==> src/rtl/inst_loader_if.sv <==
// Byte-stream / instruction-RAM write bus between the program loader and its environment.
interface inst_loader_if #(
    parameter int unsigned INST_WIDTH = 16,
    parameter int unsigned ADDR_WIDTH = 8
);
    logic                  Start;
    logic [7:0]            Byte_In;
    logic                  Byte_Valid;
    logic                  Byte_Ready;
    logic                  Ram_Inst_Write;
    logic [ADDR_WIDTH-1:0] Inst_Addr;
    logic [INST_WIDTH-1:0] Ram_Inst_In;
    logic                  Core_Reset;
    logic                  Busy;
    logic                  Done;
    logic                  Err;

    // Loader side: consumes the byte stream, drives the RAM port and core control.
    modport master (
        input  Start, Byte_In, Byte_Valid,
        output Byte_Ready, Ram_Inst_Write, Inst_Addr, Ram_Inst_In,
        output Core_Reset, Busy, Done, Err
    );

    // Environment side: byte source plus RAM/processor observers.
    modport slave (
        output Start, Byte_In, Byte_Valid,
        input  Byte_Ready, Ram_Inst_Write, Inst_Addr, Ram_Inst_In,
        input  Core_Reset, Busy, Done, Err
    );
endinterface

==> src/rtl/inst_loader.sv <==
// Program loader: assembles MSB-first bytes into instruction words, writes them
// to addresses 0..NUM_MEM_ADDR-1, then releases the processor from reset.
// Optional trailer checksum enabled by defining LOADER_CHECKSUM_EN.
module inst_loader #(
    parameter int unsigned INST_WIDTH   = 16,
    parameter int unsigned ADDR_WIDTH   = 8,
    parameter int unsigned NUM_MEM_ADDR = 256
) (
    input  logic          Clk,
    input  logic          Reset,
    inst_loader_if.master bus
);

    localparam int unsigned BYTES_PER_INST = (INST_WIDTH + 7) / 8;
    localparam int unsigned CNT_W          = (BYTES_PER_INST > 1) ? $clog2(BYTES_PER_INST) : 1;
    localparam logic [CNT_W-1:0]      LAST_BYTE = CNT_W'(BYTES_PER_INST - 1);
    localparam logic [ADDR_WIDTH-1:0] LAST_ADDR = ADDR_WIDTH'(NUM_MEM_ADDR - 1);

    typedef enum logic [2:0] {
        S_IDLE    = 3'd0,
        S_COLLECT = 3'd1,
        S_WRITE   = 3'd2,
`ifdef LOADER_CHECKSUM_EN
        S_CHECK   = 3'd3,
`endif
        S_DONE    = 3'd4,
        S_ERROR   = 3'd5
    } state_t;

    state_t                state_q, state_d;
    logic [CNT_W-1:0]      cnt_q, cnt_d;
    logic [ADDR_WIDTH-1:0] addr_q, addr_d;
    logic [INST_WIDTH-1:0] data_q, data_d;

    logic ready_q, ready_d;
    logic busy_q, busy_d;
    logic done_q, done_d;
    logic core_rst_q, core_rst_d;
    logic wr_q, wr_d;
    logic err_d;

    logic accept;

`ifdef LOADER_CHECKSUM_EN
    logic [7:0] csum_q, csum_d;
    logic       err_q;
`endif

    // Handshake uses the registered ready so a byte is taken only when advertised.
    assign accept = bus.Byte_Valid & ready_q;

    // State register.
    always_ff @(posedge Clk or negedge Reset) begin
        if (!Reset) begin
            state_q <= S_IDLE;
        end else begin
            state_q <= state_d;
        end
    end

    // Next-state, datapath next values and registered-output next values.
    always_comb begin
        state_d    = state_q;
        cnt_d      = cnt_q;
        addr_d     = addr_q;
        data_d     = data_q;
`ifdef LOADER_CHECKSUM_EN
        csum_d     = csum_q;
`endif
        ready_d    = 1'b0;
        busy_d     = 1'b0;
        done_d     = 1'b0;
        core_rst_d = 1'b1;
        wr_d       = 1'b0;
        err_d      = 1'b0;

        case (state_q)
            S_IDLE, S_DONE, S_ERROR: begin
                if (bus.Start) begin
                    state_d = S_COLLECT;
                    addr_d  = '0;
                    cnt_d   = '0;
`ifdef LOADER_CHECKSUM_EN
                    csum_d  = '0;
`endif
                end
            end
            S_COLLECT: begin
                if (accept) begin
                    // Shift in from the LSB side; excess high bits fall off the top.
                    data_d = INST_WIDTH'({data_q, bus.Byte_In});
`ifdef LOADER_CHECKSUM_EN
                    csum_d = csum_q + bus.Byte_In;
`endif
                    if (cnt_q == LAST_BYTE) begin
                        cnt_d   = '0;
                        state_d = S_WRITE;
                    end else begin
                        cnt_d = cnt_q + CNT_W'(1);
                    end
                end
            end
            S_WRITE: begin
                if (addr_q == LAST_ADDR) begin
`ifdef LOADER_CHECKSUM_EN
                    state_d = S_CHECK;
`else
                    state_d = S_DONE;
`endif
                end else begin
                    addr_d  = addr_q + ADDR_WIDTH'(1);
                    state_d = S_COLLECT;
                end
            end
`ifdef LOADER_CHECKSUM_EN
            S_CHECK: begin
                if (accept) begin
                    csum_d  = csum_q + bus.Byte_In;
                    state_d = (csum_d == 8'h00) ? S_DONE : S_ERROR;
                end
            end
`endif
            default: begin
                state_d = S_IDLE;
            end
        endcase

        // Moore outputs decoded from the next state so they register in step with it.
        case (state_d)
            S_COLLECT: begin
                ready_d = 1'b1;
                busy_d  = 1'b1;
            end
            S_WRITE: begin
                busy_d = 1'b1;
                wr_d   = 1'b1;
            end
`ifdef LOADER_CHECKSUM_EN
            S_CHECK: begin
                ready_d = 1'b1;
                busy_d  = 1'b1;
            end
`endif
            S_DONE: begin
                done_d     = 1'b1;
                core_rst_d = 1'b0;
            end
            S_ERROR: begin
                err_d = 1'b1;
            end
            default: begin
                ready_d = 1'b0;
            end
        endcase
    end

    // Datapath and output registers; reset aborts any partial word.
    always_ff @(posedge Clk or negedge Reset) begin
        if (!Reset) begin
            cnt_q      <= '0;
            addr_q     <= '0;
            data_q     <= '0;
            ready_q    <= 1'b0;
            busy_q     <= 1'b0;
            done_q     <= 1'b0;
            core_rst_q <= 1'b1;
            wr_q       <= 1'b0;
        end else begin
            cnt_q      <= cnt_d;
            addr_q     <= addr_d;
            data_q     <= data_d;
            ready_q    <= ready_d;
            busy_q     <= busy_d;
            done_q     <= done_d;
            core_rst_q <= core_rst_d;
            wr_q       <= wr_d;
        end
    end

`ifdef LOADER_CHECKSUM_EN
    // Running byte sum and error flag.
    always_ff @(posedge Clk or negedge Reset) begin
        if (!Reset) begin
            csum_q <= '0;
            err_q  <= 1'b0;
        end else begin
            csum_q <= csum_d;
            err_q  <= err_d;
        end
    end

    assign bus.Err = err_q;
`else
    // Without the checksum there is no failure mode; the next-value is unused.
    logic unused_err;
    assign unused_err = err_d;
    assign bus.Err    = 1'b0;
`endif

    assign bus.Byte_Ready     = ready_q;
    assign bus.Busy           = busy_q;
    assign bus.Done           = done_q;
    assign bus.Core_Reset     = core_rst_q;
    assign bus.Ram_Inst_Write = wr_q;
    assign bus.Inst_Addr      = addr_q;
    assign bus.Ram_Inst_In    = data_q;

endmodule

==> src/flat_wrapper.sv <==
// flat-port wrapper written by rule: the top's interface ports become plain ports
module inst_loader_flat 
#(
    parameter int unsigned INST_WIDTH   = 16,
    parameter int unsigned ADDR_WIDTH   = 8,
    parameter int unsigned NUM_MEM_ADDR = 256
)
  (Clk, Reset, bus_Start, bus_Byte_In, bus_Byte_Valid, bus_Byte_Ready, bus_Ram_Inst_Write, bus_Inst_Addr, bus_Ram_Inst_In, bus_Core_Reset, bus_Busy, bus_Done, bus_Err);
  inst_loader_if #(.INST_WIDTH(INST_WIDTH), .ADDR_WIDTH(ADDR_WIDTH)) bus_i ();
  input  logic Clk;
  input  logic Reset;
  input wire logic [$bits(bus_i.Start)-1:0] bus_Start;
  input wire logic [$bits(bus_i.Byte_In)-1:0] bus_Byte_In;
  input wire logic [$bits(bus_i.Byte_Valid)-1:0] bus_Byte_Valid;
  output wire logic [$bits(bus_i.Byte_Ready)-1:0] bus_Byte_Ready;
  output wire logic [$bits(bus_i.Ram_Inst_Write)-1:0] bus_Ram_Inst_Write;
  output wire logic [$bits(bus_i.Inst_Addr)-1:0] bus_Inst_Addr;
  output wire logic [$bits(bus_i.Ram_Inst_In)-1:0] bus_Ram_Inst_In;
  output wire logic [$bits(bus_i.Core_Reset)-1:0] bus_Core_Reset;
  output wire logic [$bits(bus_i.Busy)-1:0] bus_Busy;
  output wire logic [$bits(bus_i.Done)-1:0] bus_Done;
  output wire logic [$bits(bus_i.Err)-1:0] bus_Err;
  assign bus_i.Start = bus_Start;
  assign bus_i.Byte_In = bus_Byte_In;
  assign bus_i.Byte_Valid = bus_Byte_Valid;
  assign bus_Byte_Ready = bus_i.Byte_Ready;
  assign bus_Ram_Inst_Write = bus_i.Ram_Inst_Write;
  assign bus_Inst_Addr = bus_i.Inst_Addr;
  assign bus_Ram_Inst_In = bus_i.Ram_Inst_In;
  assign bus_Core_Reset = bus_i.Core_Reset;
  assign bus_Busy = bus_i.Busy;
  assign bus_Done = bus_i.Done;
  assign bus_Err = bus_i.Err;
  inst_loader #(.INST_WIDTH(INST_WIDTH), .ADDR_WIDTH(ADDR_WIDTH), .NUM_MEM_ADDR(NUM_MEM_ADDR)) u_core (.Clk(Clk), .Reset(Reset), .bus(bus_i));
endmodule
==> config.mk <==
export PLATFORM = sky130hd
export DESIGN_NAME = inst_loader_flat
export DESIGN_NICKNAME = d
export VERILOG_FILES = /design/src/rtl/inst_loader_if.sv /design/src/rtl/inst_loader.sv /design/src/flat_wrapper.sv
export SDC_FILE = /design/constraint.sdc
export NUM_CORES = 1
export LEC_CHECK = 0
export CAP_MARGIN = 20
export CORE_UTILIZATION = 46
export CTS_CLUSTER_SIZE = 25
export DETAILED_ROUTE_END_ITERATION = 10
export PLACE_DENSITY = 0.78
export SKIP_LAST_GASP = 1
export SLEW_MARGIN = 20
export SYNTH_ARGS = -nofsm -noshare
export SYNTH_HDL_FRONTEND = slang
export SYNTH_SLANG_ARGS = --single-unit
==> constraint.sdc <==
create_clock -name Clk -period 2.1 [get_ports Clk]
set_input_delay 0.42 -clock Clk [delete_from_list [all_inputs] [get_ports Clk]]
set_output_delay 0.42 -clock Clk [all_outputs]
set_load 0.005 [all_outputs]
==> results of run 1 <==
[cell usage after synthesis (all sizes together) (2+ instances only)]
| cell | count |
|---|---|
| a21boi | 2 |
| and2 | 3 |
| and3 | 2 |
| buf | 2 |
| dfrtp | 32 |
| inv | 4 |
| mux2 | 16 |
| mux2i | 3 |
| nand2 | 9 |
| nand3 | 6 |
| nand4 | 3 |
| nor2 | 3 |
| nor3 | 3 |
| nor3b | 2 |
| o21ai | 5 |
| o21bai | 2 |
[cell type report]
type	instances	share of cell area, %
repair buffers	42	21.8
clock buffers	6	2.61
flip-flops and latches	33	42.0
clock inverters	2	1.91
inverters	4	0.763
multi-input cells	74	28.9
well taps	31	1.97
[kinds of logic after synthesis]
kind of cell,synth area share (%)
adder cells (fa/ha/maj),0.875
AND/OR/NAND/NOR,14.8
multiplexers,14.7
XOR/XNOR,0.613
other,0.262
flip-flops,57.8
AO/OA/AOI/OAI,8.57
buffers and inverters,2.36
[final timing paths]
check | start | to | slack [ps] | cells after the start
max | u_core.bus.Inst_Addr[2]$_DFFE_PN0P_ | bus_Inst_Addr[2] | 330 | 1
min | Reset | u_core.state_q[0]$_DFF_PN0_ | 480 | 2
max reg2reg | u_core.state_q[1]$_DFF_PN0_ | u_core.bus.Inst_Addr[5]$_DFFE_PN0P_ | 360 | 4
min reg2reg | u_core.bus.Ram_Inst_In[13]$_DFFE_PN0P_ | u_core.bus.Ram_Inst_In[13]$_DFFE_PN0P_ | 520 | 1
max in group asynchronous | Reset | u_core.bus.Core_Reset$_DFF_PN1_ | 1290 | 2
min in group Clk | u_core.bus.Ram_Inst_In[13]$_DFFE_PN0P_ | u_core.bus.Ram_Inst_In[13]$_DFFE_PN0P_ | 520 | 1
[sequential cells by signal, indices dropped and copies added, names as in the netlist]
name	count
u_core.state_q	3
u_core.bus.Inst_Addr	8
u_core.cnt_q	1
u_core.bus.Busy	1
u_core.bus.Ram_Inst_In	16
u_core.bus.Ram_Inst_Write	1
u_core.bus.Done	1
u_core.bus.Core_Reset	1
u_core.bus.Byte_Ready	1
[routing by layer]
| layer | vias to the layer above | share of wire, % |
|---|---|---|
| met5 | - | 0 |
| met4 | 0 | 2.1 |
| met3 | 7 | 7.4 |
| met2 | 40 | 48 |
| met1 | 518 | 43 |
| li1 | 501 | - |
[through the flow]
step                      power, mW  utilization, %  cells  instance area, sq um  worst slack (ps)
after floorplan                1.42               -    114                  1430               439
after global routing           2.59            68.9    192                  1970               232
after global placement         1.92            65.8    184                  1880               307
final                          2.42            68.9    192                  1970               327
after detailed placement       1.95            65.8    184                  1880               289
after CTS                      2.46            68.9    192                  1970               317
[power breakdown]
part | leakage, nW | switching (mW) | internal [mW]
Sequential | 0.409 | 0.161 | 0.857
Combinational | 0.383 | 0.294 | 0.617
Clock | 0.0445 | 0.212 | 0.283
==> results.cfg, run 1 <==
[run_status]
status = finished, violations left
failed_checks = design-rule violations

[global_routing]
grtUsageMet1_pct = 22.2
globalRouteMet3Util_pct = 8.04
grt_use_met2_pct = 28.9
top_usage_layer = met2
grt_max_degree = 34
gr-total-overflow = 0
grt_pass1_vias = 994
track_usage_pct = 18.3
antenna_found_initial = 0
grt_pass1_wl_mm = 4.48

[floorplanning]
die_width_microns = 57.8
core_sq_um = 2850
ios = 42
rows = 19
die_y_microns = 57.8
dieArea_sq_um = 3340
start_util_pct = 50.1

[synth]
syn_area_per_cell_sq_um = 12.5
synth_edf_count = 0
ys.warnings.count = 0
synth_area_sq_um = 1430
ys_async_sr_fraction_pct = 100
synth.distinct_cells = 38
syn_nets = 127
yosysSeqAreaShare_pct = 57.8
synth_top_cell_by_area = dfrtp_1
synth_flop_cell = dfrtp_1
ys_ff_latch = 33
synth_area_leaders = dfrtp_1, mux2_2, nand2_1, mux2i_1, nand3_1
synthCells = 114
synth_top_area_share_pct = 56.0

[route]
num_vias = 1066
finalWirelength_mm = 2.65
drc_errors = 2
avgViaCountPerCell = 5.55
firstDrtPassIters = 9
antenna_left = 0
detail_route.wl_per_cell_microns = 13.8
drt-initial-drc-count = 21

[clock_network]
ctsLongestPathBuffers = 2
hold_buffers = 0
cts.sinks = 33
cts-htree-levels = 2
clkSlewWorstSetupHoldPaths_ps = 100
post_cts_buffers = 0
cts_resized = 0
insertion_delay_ps = 320
cts_made_buffers = 5
cts_tree = done
cts_root_buffer = clkbuf_4

[place]
gp_congestion = 0.782
port_buffers = 40
dp_hpwl_mm = 1.89

[final_layout]
area_delta_synth_final_pct = 37.5
antennaDiodeCount = 0
mostFrequentLayoutCells = clkdlybuf4s50_1, dfrtp_1, mux2_2
final_common_cell = clkdlybuf4s50_1
fill_cells = 222
nNetsFinal = 173
seq_area_sq_um = 827
multi_input_area_sq_um = 569
layout-drive-gt1-share_pct = 22.4

[timing]
worst_hold_slack_ps = 483
worstMarginPinSlew_ps = 604
slew_headroom_pct = 59.6
post-route-min-period_ps = 1770
setup_violations = 0
slew_violations = 0
timing.final.crit_share_pct = 84.4
final-hold-violation-count = 0
setup_tns_ps = 0
finClkSkew_ps = 5.42
timing.fmax_ghz = 0.564
rsz0062_at_grt = false

[power]
cellPowerDensity_nw_per_um2 = 1230
ir_drop_v = 0.000869
leakage_nw = 0.836

[critical_path]
path_buf_inv = 1
crit_fanout = 9
crit_chain = clkdlybuf4s50_1
crit_type = flip-flop to output pin
required_ps = 1680
crit_path_max_incr_delay_ps = 550
critPathTopFamily = buffers and inverters
cpMaxStageDelayCell = clkdlybuf4s50_1
end_kind = output pin
cp-start-kind = flip-flop
worstPathArrival_ps = 1350

[flow_run]
drv_cap = 0

[min_path]
worstHoldPathType = input pin to async pin
No activity file was read; power rests on OpenSTA's default activity.
==> run 2: changes to the inputs <==
==> constraint.sdc (replaced) <==
create_clock -name Clk -period 1.75 [get_ports Clk]
set_input_delay 0.35 -clock Clk [delete_from_list [all_inputs] [get_ports Clk]]
set_output_delay 0.35 -clock Clk [all_outputs]
set_load 0.005 [all_outputs]
==> run 2 against run 1 <==
The flow still finishes with violations (design-rule violations). Cell count grew 3.6%. Sequential share of layout area shrank 0.28 points. Via count grew 1.1%. Worst setup slack lost 270 ps. Clock power shrank 21%. Combinational power grew 25%. Hold slack lost 83 ps. Non-clock buffer count grew 7. Critical path type unchanged.
==> results.cfg, run 2 (synthesis results as in run 1) <==
[floorplanning]
dieArea_sq_um = 3340
start_util_pct = 50.1
ios = 42
die_y_microns = 57.8
rows = 19
core_sq_um = 2850
die_width_microns = 57.8

[critical_path]
required_ps = 1400
crit_fanout = 1
crit_path_max_incr_delay_ps = 530
crit_type = flip-flop to output pin
end_kind = output pin
crit_chain = clkdlybuf4s50_1
path_buf_inv = 1
worstPathArrival_ps = 1340
critPathTopFamily = flip-flops
cpMaxStageDelayCell = dfstp_2
cp-start-kind = flip-flop

[place]
dpl.cell_count = 188
gp_congestion = 0.767
placed_cell_area_sq_um = 1910
dp_hpwl_mm = 1.94
port_buffers = 40

[global_routing]
gr-total-overflow = 0
antenna_found_initial = 0
grt_pass1_wl_mm = 4.53
grt_pass1_vias = 1064
track_usage_pct = 18.1
grt_max_degree = 34

[final_layout]
fill_cells = 215
antennaDiodeCount = 0
finish.utilization_pct = 69.5
layout-drive-gt1-share_pct = 25.6
nNetsFinal = 180
mostFrequentLayoutCells = clkdlybuf4s50_1, dfrtp_1, mux2_2
area_delta_synth_final_pct = 38.7
largest_reg_flops = 16
stdcell_area_sq_um = 1980
layout.cells.non_filler = 199
final_common_cell = clkdlybuf4s50_1

[clock_network]
clkSlewWorstSetupHoldPaths_ps = 100
cts_tree = done
insertion_delay_ps = 330
ctsLongestPathBuffers = 2
cts-htree-levels = 2
cts.sinks = 33
cts_made_buffers = 5
cts_root_buffer = clkbuf_4

[route]
drt-initial-drc-count = 23
antenna_left = 0
finalWirelength_mm = 2.68
avgViaCountPerCell = 5.42
firstDrtPassIters = 7
num_vias = 1078
drc_errors = 3
detail_route.wl_per_cell_microns = 13.4

[timing]
slew_violations = 0
worst_hold_slack_ps = 400
finClkSkew_ps = 6.90
post-route-min-period_ps = 1690
setup_violations = 0
timing.fmax_ghz = 0.590
final-hold-violation-count = 0
timing.final.crit_share_pct = 96.8

[power]
leakage_nw = 0.859
ir_drop_v = 0.000931
cellPowerDensity_nw_per_um2 = 1380

[run_status]
status = finished, violations left
failed_checks = design-rule violations

[min_path]
worstHoldPathType = input pin to async pin

[flow_run]
drv_cap = 0
-- run 2: cell count changes in the layout (fill, tap and decap cells not counted), sizes merged --
cell,change
clkinv,+2
clkinvlp,-1
buf,+7
bufinv,-1
-- run 2: layout make-up --
type,instances,area [sq um],area share (%)
Multi-Input combinational cell,74,569,28.7
Inverter,4,15.0,0.757
Sequential cell,33,828,41.8
Tap cell,31,38.8,1.96
Clock inverter,2,10.0,0.505
Clock buffer,6,41.3,2.08
Timing Repair Buffer,49,480,24.2
-- run 2: stage by stage --
| stage | setup WS, ps | total power, mW | setup TNS [ps] |
|---|---|---|---|
| 2_1_floorplan | 89.4 | 1.70 | 0 |
| 3_3_place_gp | 25.3 | 2.32 | 0 |
| 3_5_place_dp | -3.83 | 2.37 | -8.39 |
| 4_1_cts | 31.4 | 2.77 | 0 |
| 5_1_grt | -7.36 | 2.92 | -7.36 |
| 6_report | 55.1 | 2.74 | 0 |
-- run 2: timing repair --
action | 4_1_cts | 5_1_grt
hold buffers | 0 | 0
setup buffers | 0 | 3
setup endpoints to repair | 0 | 2
gates resized for setup | 0 | 1
-- run 2: worst reg2reg max path, cell delays in order (launching register included) --
cell and delay (ps):
dfrtp_1 450, nor3b_4 330, o21ai_2 170, or4_1 500, a21boi_1 150
-- run 2: worst paths after layout --
check / from / end / slack (ps) / cells after the start
min: Reset / u_core.state_q[0]$_DFF_PN0_ / 400 / 2
max reg2reg: u_core.state_q[0]$_DFF_PN0_ / u_core.bus.Inst_Addr[5]$_DFFE_PN0P_ / 80 / 4
min in group Clk: u_core.bus.Ram_Inst_In[9]$_DFFE_PN0P_ / u_core.bus.Ram_Inst_In[9]$_DFFE_PN0P_ / 520 / 1
min reg2reg: u_core.bus.Ram_Inst_In[9]$_DFFE_PN0P_ / u_core.bus.Ram_Inst_In[9]$_DFFE_PN0P_ / 520 / 1
max: u_core.bus.Core_Reset$_DFF_PN1_ / bus_Core_Reset / 60 / 1
max in group asynchronous: Reset / u_core.bus.Core_Reset$_DFF_PN1_ / 1030 / 2
-- run 2: where the power goes --
part	internal, mW	switching [mW]
sequential	1.03	0.180
combinational	0.764	0.374
clock	0.153	0.239
-- run 2: layer usage --
| layer | GRT usage [%] | part of all wire, % |
|---|---|---|
| met1 | 20.4 | 41 |
| met3 | 8.26 | 8.3 |
| met2 | 30.6 | 50 |
| met5 | 0 | 0 |
| met4 | 6.46 | 1.5 |
==> run 3: changes to the inputs <==
--- a/config.mk
+++ b/config.mk
@@ -7,7 +7,6 @@
 export LEC_CHECK = 0
 export CAP_MARGIN = 20
 export CORE_UTILIZATION = 46
-export CTS_CLUSTER_SIZE = 25
 export DETAILED_ROUTE_END_ITERATION = 10
 export PLACE_DENSITY = 0.78
 export SKIP_LAST_GASP = 1
==> results of run 3 <==
The final DEF is identical to that of run 2; final timing and power are the same.
